## config.mk

```make
export PLATFORM = sky130hd
export DESIGN_NAME = gpio_debounce_evt
export DESIGN_NICKNAME = d
export VERILOG_FILES = /design/src/rtl/gpio_debounce_evt.sv
export SDC_FILE = /design/constraint.sdc
export NUM_CORES = 1
export LEC_CHECK = 0
export BUFFER_PORTS_ARGS = -buffer_cell sky130_fd_sc_hd__buf_2
export CAP_MARGIN = 30
export CORE_AREA = 2 2 94 96
export CTS_CLUSTER_DIAMETER = 40
export DETAILED_ROUTE_END_ITERATION = 6
export DIE_AREA = 0 0 96 98
export PLACE_DENSITY_LB_ADDON = 0.15
export SLEW_MARGIN = 15
export SYNTH_ARGS = -nofsm -noshare
export SYNTH_HDL_FRONTEND = slang
export SYNTH_SLANG_ARGS = --single-unit
```

## constraint.sdc

```tcl
create_clock -name clk_i -period 1.4 [get_ports clk_i]
set_input_delay 0.07 -clock clk_i [delete_from_list [all_inputs] [get_ports clk_i]]
set_output_delay 0.07 -clock clk_i [all_outputs]
set_load 0.05 [all_outputs]
```

## src/rtl/gpio_debounce_evt.sv

```systemverilog
// GPIO debouncer with edge-event reporting.
// Each enabled input bit is filtered by a run-length counter; debounced
// edges are collected into a one-deep event word with a valid/ready
// handshake, a pending set for edges that arrive while the word is held,
// an overflow flag for lost edges and a rolling sequence number.
module gpio_debounce_evt #(
  parameter int                        GPIO_REG_WIDTH  = 12,
  parameter int                        DEBOUNCE_CYCLES = 16,
  parameter logic [GPIO_REG_WIDTH-1:0] IN_MASK         = 12'h022,
  parameter int                        SEQ_WIDTH       = 8
) (
  input  logic                      clk_i,
  input  logic                      rst_ni,
  input  logic [GPIO_REG_WIDTH-1:0] gpio_in_i,
  input  logic [GPIO_REG_WIDTH-1:0] rise_en_i,
  input  logic [GPIO_REG_WIDTH-1:0] fall_en_i,
  output logic [GPIO_REG_WIDTH-1:0] stable_o,
  output logic                      evt_valid_o,
  input  logic                      evt_ready_i,
  output logic [GPIO_REG_WIDTH-1:0] evt_rise_o,
  output logic [GPIO_REG_WIDTH-1:0] evt_fall_o,
  output logic [GPIO_REG_WIDTH-1:0] evt_level_o,
  output logic                      evt_overflow_o,
  output logic [SEQ_WIDTH-1:0]      evt_seq_o
);

  localparam int W = GPIO_REG_WIDTH;
  // Counter value seen on the edge before the flipping sample; the
  // DEBOUNCE_CYCLES-th differing sample flips the level instead of counting.
  localparam logic [15:0] LAST = 16'(DEBOUNCE_CYCLES - 1);
  localparam logic [SEQ_WIDTH-1:0] SEQ_ONE = {{(SEQ_WIDTH-1){1'b0}}, 1'b1};

  logic [W-1:0][15:0] cnt_q, cnt_d;
  logic [W-1:0]       stable_q, stable_d;
  logic [W-1:0]       hist_q;
  logic [W-1:0]       pend_rise_q, pend_rise_d;
  logic [W-1:0]       pend_fall_q, pend_fall_d;
  logic               pend_ovf_q, pend_ovf_d;
  logic               evt_valid_q, evt_valid_d;
  logic [W-1:0]       evt_rise_q, evt_rise_d;
  logic [W-1:0]       evt_fall_q, evt_fall_d;
  logic [W-1:0]       evt_level_q, evt_level_d;
  logic               evt_ovf_q, evt_ovf_d;
  logic [SEQ_WIDTH-1:0] seq_q, seq_d;
  logic               first_q, first_d;

  logic [W-1:0] q_rise, q_fall;
  logic [W-1:0] un_rise, un_fall;
  logic         out_free, load;

  // Per-bit run-length debounce; masked-off bits are pinned to zero.
  always_comb begin
    cnt_d    = cnt_q;
    stable_d = stable_q;
    for (int i = 0; i < W; i++) begin
      if (!IN_MASK[i]) begin
        cnt_d[i]    = '0;
        stable_d[i] = 1'b0;
      end else if (gpio_in_i[i] == stable_q[i]) begin
        cnt_d[i] = '0;
      end else if (cnt_q[i] == LAST) begin
        cnt_d[i]    = '0;
        stable_d[i] = ~stable_q[i];
      end else begin
        cnt_d[i] = cnt_q[i] + 16'd1;
      end
    end
  end

  // Qualified edges this cycle, and the union that would be loaded.
  assign q_rise   = stable_q & ~hist_q & rise_en_i & IN_MASK;
  assign q_fall   = ~stable_q & hist_q & fall_en_i & IN_MASK;
  assign un_rise  = pend_rise_q | q_rise;
  assign un_fall  = pend_fall_q | q_fall;
  assign out_free = !evt_valid_q || evt_ready_i;
  assign load     = out_free && ((|un_rise) || (|un_fall));

  // Event word load / drain and pending-set accumulation.
  always_comb begin
    pend_rise_d = pend_rise_q;
    pend_fall_d = pend_fall_q;
    pend_ovf_d  = pend_ovf_q;
    evt_valid_d = evt_valid_q;
    evt_rise_d  = evt_rise_q;
    evt_fall_d  = evt_fall_q;
    evt_level_d = evt_level_q;
    evt_ovf_d   = evt_ovf_q;
    seq_d       = seq_q;
    first_d     = first_q;
    if (load) begin
      evt_valid_d = 1'b1;
      evt_rise_d  = un_rise;
      evt_fall_d  = un_fall;
      evt_level_d = stable_q;
      evt_ovf_d   = pend_ovf_q;
      pend_rise_d = '0;
      pend_fall_d = '0;
      pend_ovf_d  = 1'b0;
      // The very first word after reset keeps sequence number zero.
      if (first_q) seq_d = seq_q + SEQ_ONE;
      first_d = 1'b1;
    end else begin
      if (out_free) evt_valid_d = 1'b0;
      // A repeat of an edge already waiting means an edge is lost.
      if ((|(pend_rise_q & q_rise)) || (|(pend_fall_q & q_fall))) pend_ovf_d = 1'b1;
      pend_rise_d = un_rise;
      pend_fall_d = un_fall;
    end
  end

  // State registers with asynchronous clear.
  always_ff @(posedge clk_i or negedge rst_ni) begin
    if (!rst_ni) begin
      cnt_q       <= '0;
      stable_q    <= '0;
      hist_q      <= '0;
      pend_rise_q <= '0;
      pend_fall_q <= '0;
      pend_ovf_q  <= 1'b0;
      evt_valid_q <= 1'b0;
      evt_rise_q  <= '0;
      evt_fall_q  <= '0;
      evt_level_q <= '0;
      evt_ovf_q   <= 1'b0;
      seq_q       <= '0;
      first_q     <= 1'b0;
    end else begin
      cnt_q       <= cnt_d;
      stable_q    <= stable_d;
      hist_q      <= stable_q;
      pend_rise_q <= pend_rise_d;
      pend_fall_q <= pend_fall_d;
      pend_ovf_q  <= pend_ovf_d;
      evt_valid_q <= evt_valid_d;
      evt_rise_q  <= evt_rise_d;
      evt_fall_q  <= evt_fall_d;
      evt_level_q <= evt_level_d;
      evt_ovf_q   <= evt_ovf_d;
      seq_q       <= seq_d;
      first_q     <= first_d;
    end
  end

  assign stable_o       = stable_q;
  assign evt_valid_o    = evt_valid_q;
  assign evt_rise_o     = evt_rise_q;
  assign evt_fall_o     = evt_fall_q;
  assign evt_level_o    = evt_level_q;
  assign evt_overflow_o = evt_ovf_q;
  assign evt_seq_o      = seq_q;

endmodule

```

==> results.md, run 1 <==
- Die area: 0.00941 mm2
- Hold Path Class: in2reg
- Busiest grt layer: met2
- Area grow syn2layout: 37.6%
- Port bufs: 26
- Crit path arrival time: 1.77 ns
- Gate Count Post-Synth: 278
- CTS clk-pin slew, worst paths: 0.08 ns
- Worst VDD drop: 1230 uV
- Remaining DRCs: 0
- Hold path cells: 2
- Tmin final: 1.54 ns
- Worst-path maximum fanout: 5
- Num CTS Buffers: 9
- CP required: 1.63 ns
- Worst reg-to-reg setup slack: -0.14 ns
- Share of layout cells above drive strength 1: 0.430
- YS warnings: 0
- Leak Pwr: 1.85 nW
- WHS Endpoint: stable_o[5]
- Vias in the first global route: 2,065
- Setup Skew: 0.0131 ns
- Hold wc startpoint: gpio_in_i[5]
- R2R Path End: evt_overflow_o
- Vias/cell: 4.37
- NumNets Final: 415
- Met2 Use GR: 0.205
- Starting Density: 0.342
- PD cells: 1490 mW/mm2
- R2R cell count: 5
- Routability Congestion: 0.748
- Clock sinks: 58
- Post-DR wirelength/cell: 12.1 um
- CP startpoint kind: register
- M3 GR Usage: 0.0324
- DP Wirelength: 4.23 mm
- Initial antenna violation count: 0
- Iteration-0 DRC Markers: 83
- Final hold slack: 0.0349 ns
- FF-to-FF Start: hist_q[1]
- # diodes: 0
- CTS tree: built
- IO Pins: 97
- Worst-Skew Late Latency: 0.34 ns
- Seq/Total Area, Yosys: 0.501
- Mapped cell area: 0.00290 mm2
- Die Wd: 96 um
- Grt total ovfl: 0
- Crit share post-route: 1.10
- WL final: 5.86 mm
- Num rows: 34
- Largest net degree at the start of global routing: 19
- CTS root buf: clkbuf_8
- Vias: 2,121
- Critical path class: reg2reg
- Global Route Usage Sum: 0.137
- H-tree depth: 3
- Final core occ: 0.471
- Syn Area/Cell: 10.4 um2
- Fill count: 812
- Pre-CTS setup slack: -0.156 ns
- Status: finished with violations
- Post-synthesis sequential element count: 58
- Post-Layout Cell Count: 485
- Dpl cells: 457
- Fmax: 648 MHz
- Final count of negative-setup-slack endpoints: 39
- Setup_tns: -2.34 ns
- RSZ-0062 raised after global routing: yes
- Die Span Y: 98 um
- Antenna-violating nets left: 0
- Final WS setup: -0.144 ns
- First-pass GRT wire length: 9.90 mm
- GR Util met1: 0.187
- Clock buffer depth: 2
- Total of max-cap violations: 0
- Core Footprint: 0.00847 mm2
- Pins Over Slew Limit: 0
- Failing checks: setup timing
- Distinct cells, synth: 36
- DR pass1 iterations: 4
- CP endpoint kind: register
- Final hold violations: 0
[cell usage in the layout (no fill, tap or decap), types with 3 or more instances in the layout]
cell	n
dfrtp_1	56
nor2_4	10
inv_1	4
clkbuf_8	9
nand4_1	12
buf_2	26
buf_12	3
buf_4	53
and3_1	5
nand2_1	7
nand2_2	3
and3b_2	4
nand3_1	13
xor2_1	15
nor4_1	4
nor2_1	24
mux2_4	3
buf_6	5
conb_1	40
nor2_2	10
a21oi_1	4
nor3_2	3
xnor2_1	17
[metal layers]
metal,routed length (um),vias up,share of wire
met3,165,8,0.028
met4,87,0,0.015
met1,2690,1035,0.46
met5,0,-,0
li1,-,1039,-
met2,2920,39,0.50
[power by group]
| part | internal, mW | switching [mW] |
|---|---|---|
| sequential | 1.93 | 0.211 |
| clock | 0.997 | 0.692 |
| combinational | 0.693 | 1.42 |
[layout make-up]
type / count / area, um2 / area share
clock buffers: 9 / 124 / 0.0311
clock inverters: 6 / 92.6 / 0.0232
inverters: 5 / 18.8 / 0.00471
multi-input cells: 209 / 1470 / 0.369
flip-flops and latches: 58 / 1450 / 0.365
well taps: 108 / 135 / 0.0339
repair buffers: 90 / 689 / 0.173
[Yosys cell counts (all sizes together)]
cell type  number  area, um2
dfrtp          58       1450
buf            44        327
nor2           44        185
xnor2          19        166
nand3          16       80.1
xor2           16        140
nand4          12       75.1
nand2          10       37.5
and3            7       43.8
nor4            7       50.1
a21oi           6       30.0
mux2            6       75.1
inv             5       18.8
nor3            5       25.0
and3b           4       35.0
ha              3       37.5
o21ai           2       10.0
or2             2       12.5
or3             2       12.5
a22oi           1       7.51
a31oi           1       6.26
a41oi           1       27.5
and2            1       6.26
and4            1       8.76
clkbuf          1       5.00
conb            1       3.75
nor2b           1       6.26
nor3b           1       7.51
o22ai           1       6.26
[metrics by stage]
step	power (mW)	instance area [um2]
after floorplan	3.64	3090
after detailed placement	4.11	3420
after CTS	5.94	3810
after global routing	6.26	3990
after global placement	4.10	3420
final	5.94	3990
[registers in the layout, summed over array words and instances (netlist names)]
register	flops
evt_overflow_o	1
evt_rise_o	2
evt_level_o	2
evt_seq_o	8
hist_q	2
stable_o	2
pend_ovf_q	1
pend_rise_q	2
evt_valid_o	1
cnt_q	32
pend_fall_q	2
first_q	1
evt_fall_o	2
[timing repair]
action	4_1_cts	5_1_grt
hold endpoints to repair	15	0
setup endpoints to repair	49	55
resized for setup	19	40
pin swaps	9	13
setup buffers	9	2
cloned	1	0
hold buffers	2	0
[logic make-up after synthesis]
kind of cell | count (synthesis) | synth area share
buf+inv | 50 | 0.121
other cells | 1 | 0.00129
simple gates | 113 | 0.202
fa+ha+maj | 3 | 0.0130
xor+xnor | 35 | 0.106
mux | 6 | 0.0259
compound gates | 12 | 0.0302
flops | 58 | 0.501
[worst max-delay path: stages, from the launching register on]
cell     delay (ns)
dfrtp_1        0.37
and3b_2        0.27
nor2_4         0.05
a41oi_4        0.31
buf_6          0.16
mux2_4         0.29
[worst max path at each step]
| stage | from | to | slack [ns] | cells after the start |
|---|---|---|---|---|
| finish | hist_q[1] | evt_overflow_o | -0.14 | 5 |
| global route | hist_q[1] | evt_level_o[5] | -0.21 | 5 |
| CTS | stable_o[5] | first_q | -0.12 | 5 |
| detailed placement | stable_o[5] | evt_overflow_o | -0.16 | 5 |
| global placement | stable_o[5] | evt_level_o[5] | -0.14 | 5 |
| floorplan | stable_o[1] | evt_level_o[5] | -0.25 | 5 |
Power figures use the tool's default switching activity.
==> run 2, diff against run 1 <==
--- a/config.mk
+++ b/config.mk
@@ -12,6 +12,7 @@
 export DETAILED_ROUTE_END_ITERATION = 6
 export DIE_AREA = 0 0 96 98
 export PLACE_DENSITY_LB_ADDON = 0.15
+export SETUP_SLACK_MARGIN = 0.3
 export SLEW_MARGIN = 15
 export SYNTH_ARGS = -nofsm -noshare
 export SYNTH_HDL_FRONTEND = slang
==> run 2 against run 1 <==
The run still ends with setup timing left. Power rose by 3.1%. Non-clock buffer count up 8. Maximum frequency is 3.8% lower. Combinational power rose by 12%. Design area up 7.5%. First-iteration DRC count decreased by 47%. Die area stayed put. Global-route usage is 1.1 points higher. Clock skew fell by 0.0042 ns. Sequential share of layout area fell by 2.5 points. Sequential power barely moved.
==> results.md, run 2 (synthesized netlist as in run 1, its figures left out) <==
- Pins Over Slew Limit: 0
- Setup_tns: -3.60 ns
- Largest net degree at the start of global routing: 59
- WL final: 6.32 mm
- Die Wd: 96 um
- Status: finished with violations
- CTS clk-pin slew, worst paths: 0.07 ns
- Grt total ovfl: 0
- DP Wirelength: 3.95 mm
- Num CTS Buffers: 9
- Critical Path Sink: evt_seq_o[6]
- Worst reg-to-reg setup slack: -0.20 ns
- Global Route Usage Sum: 0.148
- CTS root buf: clkbuf_8
- Worst-Skew Late Latency: 0.33 ns
- CTS tree: built
- Final hold slack: 0.0280 ns
- Pre-CTS setup slack: -0.204 ns
- R2R cell count: 6
- Vias in the first global route: 2,190
- Clock buffer depth: 2
- Final WS setup: -0.204 ns
- R2R Path End: evt_seq_o[6]
- Most frequent cells in the layout: buf_4, dfrtp_1, conb_1
- Most common cell after layout, fill and taps aside: buf_4
- Register name with the most flops: cnt_q
- Met2 Use GR: 0.226
- Iteration-0 DRC Markers: 44
- First-pass GRT wire length: 10.6 mm
- Total of max-cap violations: 0
- H-tree depth: 3
- Die area: 0.00941 mm2
- CP required: 1.62 ns
- Max FFs per register: 32
- # diodes: 0
- Dpl cells: 449
- Worst-path maximum fanout: 6
- Fmax: 623 MHz
- Remaining DRCs: 0
- FF-to-FF Start: hist_q[1]
- CP endpoint kind: register
- Starting Density: 0.342
- Final hold violations: 0
- Post-DR wirelength/cell: 12.8 um
- Final count of negative-setup-slack endpoints: 46
- Area grow syn2layout: 47.8%
- Core Footprint: 0.00847 mm2
- NumNets Final: 423
- Setup Skew: 0.00890 ns
- Routability Congestion: 0.738
- Tmin final: 1.60 ns
- Worst VDD drop: 981 uV
- GR Util met1: 0.196
- Post-Layout Cell Count: 493
- RSZ-0062 raised after global routing: yes
- Hold Path Class: in2reg
- M3 GR Usage: 0.0332
- Final Total Pwr: 6.13 mW
- Port bufs: 26
- Share of layout cells above drive strength 1: 0.506
- Crit share post-route: 1.15
- PD cells: 1430 mW/mm2
- Vias: 2,158
- Vias/cell: 4.38
- Crit-path cells: and3b_2 > nor2_4 > a41oi_4 > buf_4 > nand4_1 > xnor2_1
- DR pass1 iterations: 4
- CP peak stage delay: 0.37 ns
- CP startpoint kind: register
- Busiest grt layer: met2
- Die Span Y: 98 um
- Critical path class: reg2reg
- Crit path arrival time: 1.82 ns
- Initial antenna violation count: 0
- Failing checks: setup timing
- Antenna-violating nets left: 0
- Crit path from: hist_q[1]
- Clock sinks: 58
- Leak Pwr: 1.91 nW
- Num rows: 34
- IO Pins: 97
- Slowest CP cell: dfrtp_1
- Fill count: 752
==> run 2: cell count changes in the layout (fill, tap and decap cells not counted), sizes merged <==
cell / delta
clkbuf: +10
clkinvlp: -2
bufinv: -1
clkinv: -1
buf: +2
==> run 2: final cells by class <==
type | count | area, um2 | share of cell area
multi-input cells | 209 | 1630 | 0.381
flip-flops and latches | 58 | 1460 | 0.340
repair buffers | 98 | 838 | 0.196
clock buffers | 13 | 169 | 0.0394
well taps | 108 | 135 | 0.0315
clock inverters | 2 | 35.0 | 0.00818
inverters | 5 | 18.8 | 0.00438
==> run 2: worst min-delay path by stage <==
stage,depth (start not counted),to,from
2_1_floorplan,0,cnt_q[16],rst_ni
3_3_place_gp,2,cnt_q[92],rst_ni
3_5_place_dp,2,cnt_q[92],rst_ni
4_1_cts,2,stable_o[5],gpio_in_i[5]
5_1_grt,2,stable_o[5],gpio_in_i[5]
6_report,2,stable_o[5],gpio_in_i[5]
==> run 2: power by group <==
| group | internal (mW) | total [mW] | switching (mW) |
|---|---|---|---|
| Combinational | 0.887 | 2.37 | 1.48 |
| Sequential | 1.93 | 2.15 | 0.217 |
| Clock | 0.956 | 1.61 | 0.657 |
==> run 2: timing repair <==
action,in CTS,in global routing
resized for setup,63,50
setup buffers,19,6
hold endpoints to repair,59,0
pin swaps,27,13
gates cloned,2,0
setup endpoints to repair,61,63
hold buffers,2,0
==> run 2: metrics by stage <==
step | area, um2 | utilization
after detailed placement | 3390 | 0.401
after global placement | 3390 | 0.401
final | 4280 | 0.506
after global routing | 4280 | 0.506
after CTS | 4030 | 0.476
after floorplan | 3110 | -
==> run 2: critical path, delay by kind of cell (launching register included) <==
kind / cells / cell delay, ns
AOI/OAI and AO/OA: 1 / 0.34
xor gates and xnor gates: 1 / 0.14
buffers and inverters: 1 / 0.20
DFF: 1 / 0.37
and+or+nand+nor: 3 / 0.43
==> run 2: layer usage <==
metal,routed length [um],part of all wire
met1,2860,0.45
met2,3140,0.50
met3,184,0.029
met5,0,0
met4,138,0.022
==> run 3, diff against run 2 <==
==> constraint.sdc (replaced) <==
create_clock -name clk_i -period 1.6 [get_ports clk_i]
set_input_delay 0.08 -clock clk_i [delete_from_list [all_inputs] [get_ports clk_i]]
set_output_delay 0.08 -clock clk_i [all_outputs]
set_load 0.05 [all_outputs]
==> run 3 against run 2 <==
The run now ends clean. Register-to-register slack better by 0.22 ns. Design area is 0.76% higher. Largest power group unchanged. Maximum frequency up 0.96%. Critical path depth stayed put. Final cell count down 3.2%. Clock power fell by 13%. Combinational power decreased by 13%. Critical path type unchanged. First-iteration DRC count up 120%. Die area stayed put. Sequential cell count unchanged.
==> results.md, run 3 (synthesized netlist as in run 1, its figures left out) <==
- First-pass GRT wire length: 10.4 mm
- Tmin final: 1.59 ns
- Area of the multi-input gates: 0.00186 mm2
- Register name with the most flops: cnt_q
- Global Route Usage Sum: 0.141
- Initial antenna violation count: 0
- Leak Pwr: 1.84 nW
- Die Span Y: 98 um
- Max FFs per register: 32
- Clock buffer depth: 2
- CTS root buf: clkbuf_8
- Crit path arrival time: 1.80 ns
- Num rows: 34
- # diodes: 0
- Post-DR wirelength/cell: 13.2 um
- DR pass1 iterations: 4
- Critical path class: reg2reg
- NumNets Final: 406
- Hold Path Class: in2reg
- Largest net degree at the start of global routing: 59
- Dpl cells: 431
- CTS tree: built
- Port bufs: 26
- Grt total ovfl: 0
- Core Footprint: 0.00847 mm2
- Crit share post-route: 0.993
- Remaining DRCs: 0
- Final hold violations: 0
- CP endpoint kind: register
- WL final: 6.28 mm
- Final Total Pwr: 5.36 mW
- CP startpoint kind: register
- Placed inst area: 0.00321 mm2
- DP Wirelength: 3.60 mm
- Share of layout cells above drive strength 1: 0.520
- Vias in the first global route: 2,177
- Die area: 0.00941 mm2
- Most frequent cells in the layout: dfrtp_1, conb_1, buf_4
- Post-Layout Cell Count: 477
- Area grow syn2layout: 49.0%
- Vias: 2,169
- Reg area: 0.00146 mm2
- H-tree depth: 3
- Antenna-violating nets left: 0
- Vias/cell: 4.55
- Fill count: 760
- Pre-CTS setup slack: -0.00830 ns
- Pins Over Slew Limit: 0
- IO Pins: 97
- Fmax: 629 MHz
- RSZ-0062 raised after global routing: yes
- Status: finished clean
- Worst-Skew Late Latency: 0.32 ns
- CTS clk-pin slew, worst paths: 0.07 ns
- Die Wd: 96 um
- Routability Congestion: 0.758
- PD cells: 1240 mW/mm2
- Setup Skew: 0.00922 ns
- CP required: 1.81 ns
- Post-route cell area: 0.00432 mm2
- Total of max-cap violations: 0
- Iteration-0 DRC Markers: 97
- Worst VDD drop: 802 uV
- Final count of negative-setup-slack endpoints: 0
- Clock sinks: 58
- Most common cell after layout, fill and taps aside: dfrtp_1
- Worst-path maximum fanout: 4
- Starting Density: 0.342
- Final WS setup: 0.0111 ns
- Num CTS Buffers: 9
[run 3: per-stage QoR]
| stage | TNS [ns] | util | hold WS [ns] |
|---|---|---|---|
| final | 0 | 0.510 | 0.0758 |
| after global routing | -0.623 | 0.510 | 0.0607 |
| after floorplan | -0.247 | - | -0.216 |
| after CTS | 0 | 0.461 | 0.0602 |
| after detailed placement | -0.00830 | 0.380 | 0.111 |
| after global placement | -0.0330 | 0.380 | 0.113 |
[run 3: critical path: stages (launching register included)]
cell and delay [ns]:
dfrtp_1 0.37, and3b_2 0.27, nor2_4 0.06, a41oi_4 0.22
buf_6 0.16, buf_6 0.11, mux2_4 0.28
[run 3: where the power goes]
group / leakage (nW) / total (mW) / switching, mW / internal [mW]
combinational: 0.976 / 2.07 / 1.34 / 0.729
sequential: 0.756 / 1.89 / 0.197 / 1.69
clock: 0.107 / 1.40 / 0.553 / 0.846
[run 3: worst paths after layout]
path,from,end,slack (ns),cells after the start
max,hist_q[1],evt_level_o[5],0.01,6
min,gpio_in_i[1],stable_o[1],0.08,2
max reg2reg,hist_q[1],evt_level_o[5],0.01,6
min reg2reg,evt_seq_o[7],evt_seq_o[7],0.46,1
max in group asynchronous,rst_ni,cnt_q[87],1.02,3
min in group asynchronous,rst_ni,evt_rise_o[1],0.29,3
[run 3: area by class of cell]
type,instances,area share
inverter,5,0.00435
clock inverter,2,0.00812
multi-input combinational,211,0.430
clock buffer,14,0.0400
tap,108,0.0313
timing repair buffer,79,0.149
sequential,58,0.337
[run 3: what timing repair did]
| item | in CTS | in global routing |
|---|---|---|
| setup endpoints to repair | 56 | 57 |
| pin swaps | 21 | 19 |
| hold buffers | 1 | 0 |
| hold endpoints to repair | 58 | 0 |
| gates cloned | 2 | 0 |
| gates resized for setup | 53 | 85 |
| setup buffers | 23 | 4 |
[run 3: routing by layer]
layer | vias to the layer above | share of wire | global-route usage
li1 | 1026 | - | -
met1 | 1087 | 0.44 | 0.190
met2 | 50 | 0.52 | 0.213
met3 | 6 | 0.036 | 0.0471
met4 | 0 | 0.011 | 0.0440
met5 | - | 0 | 0
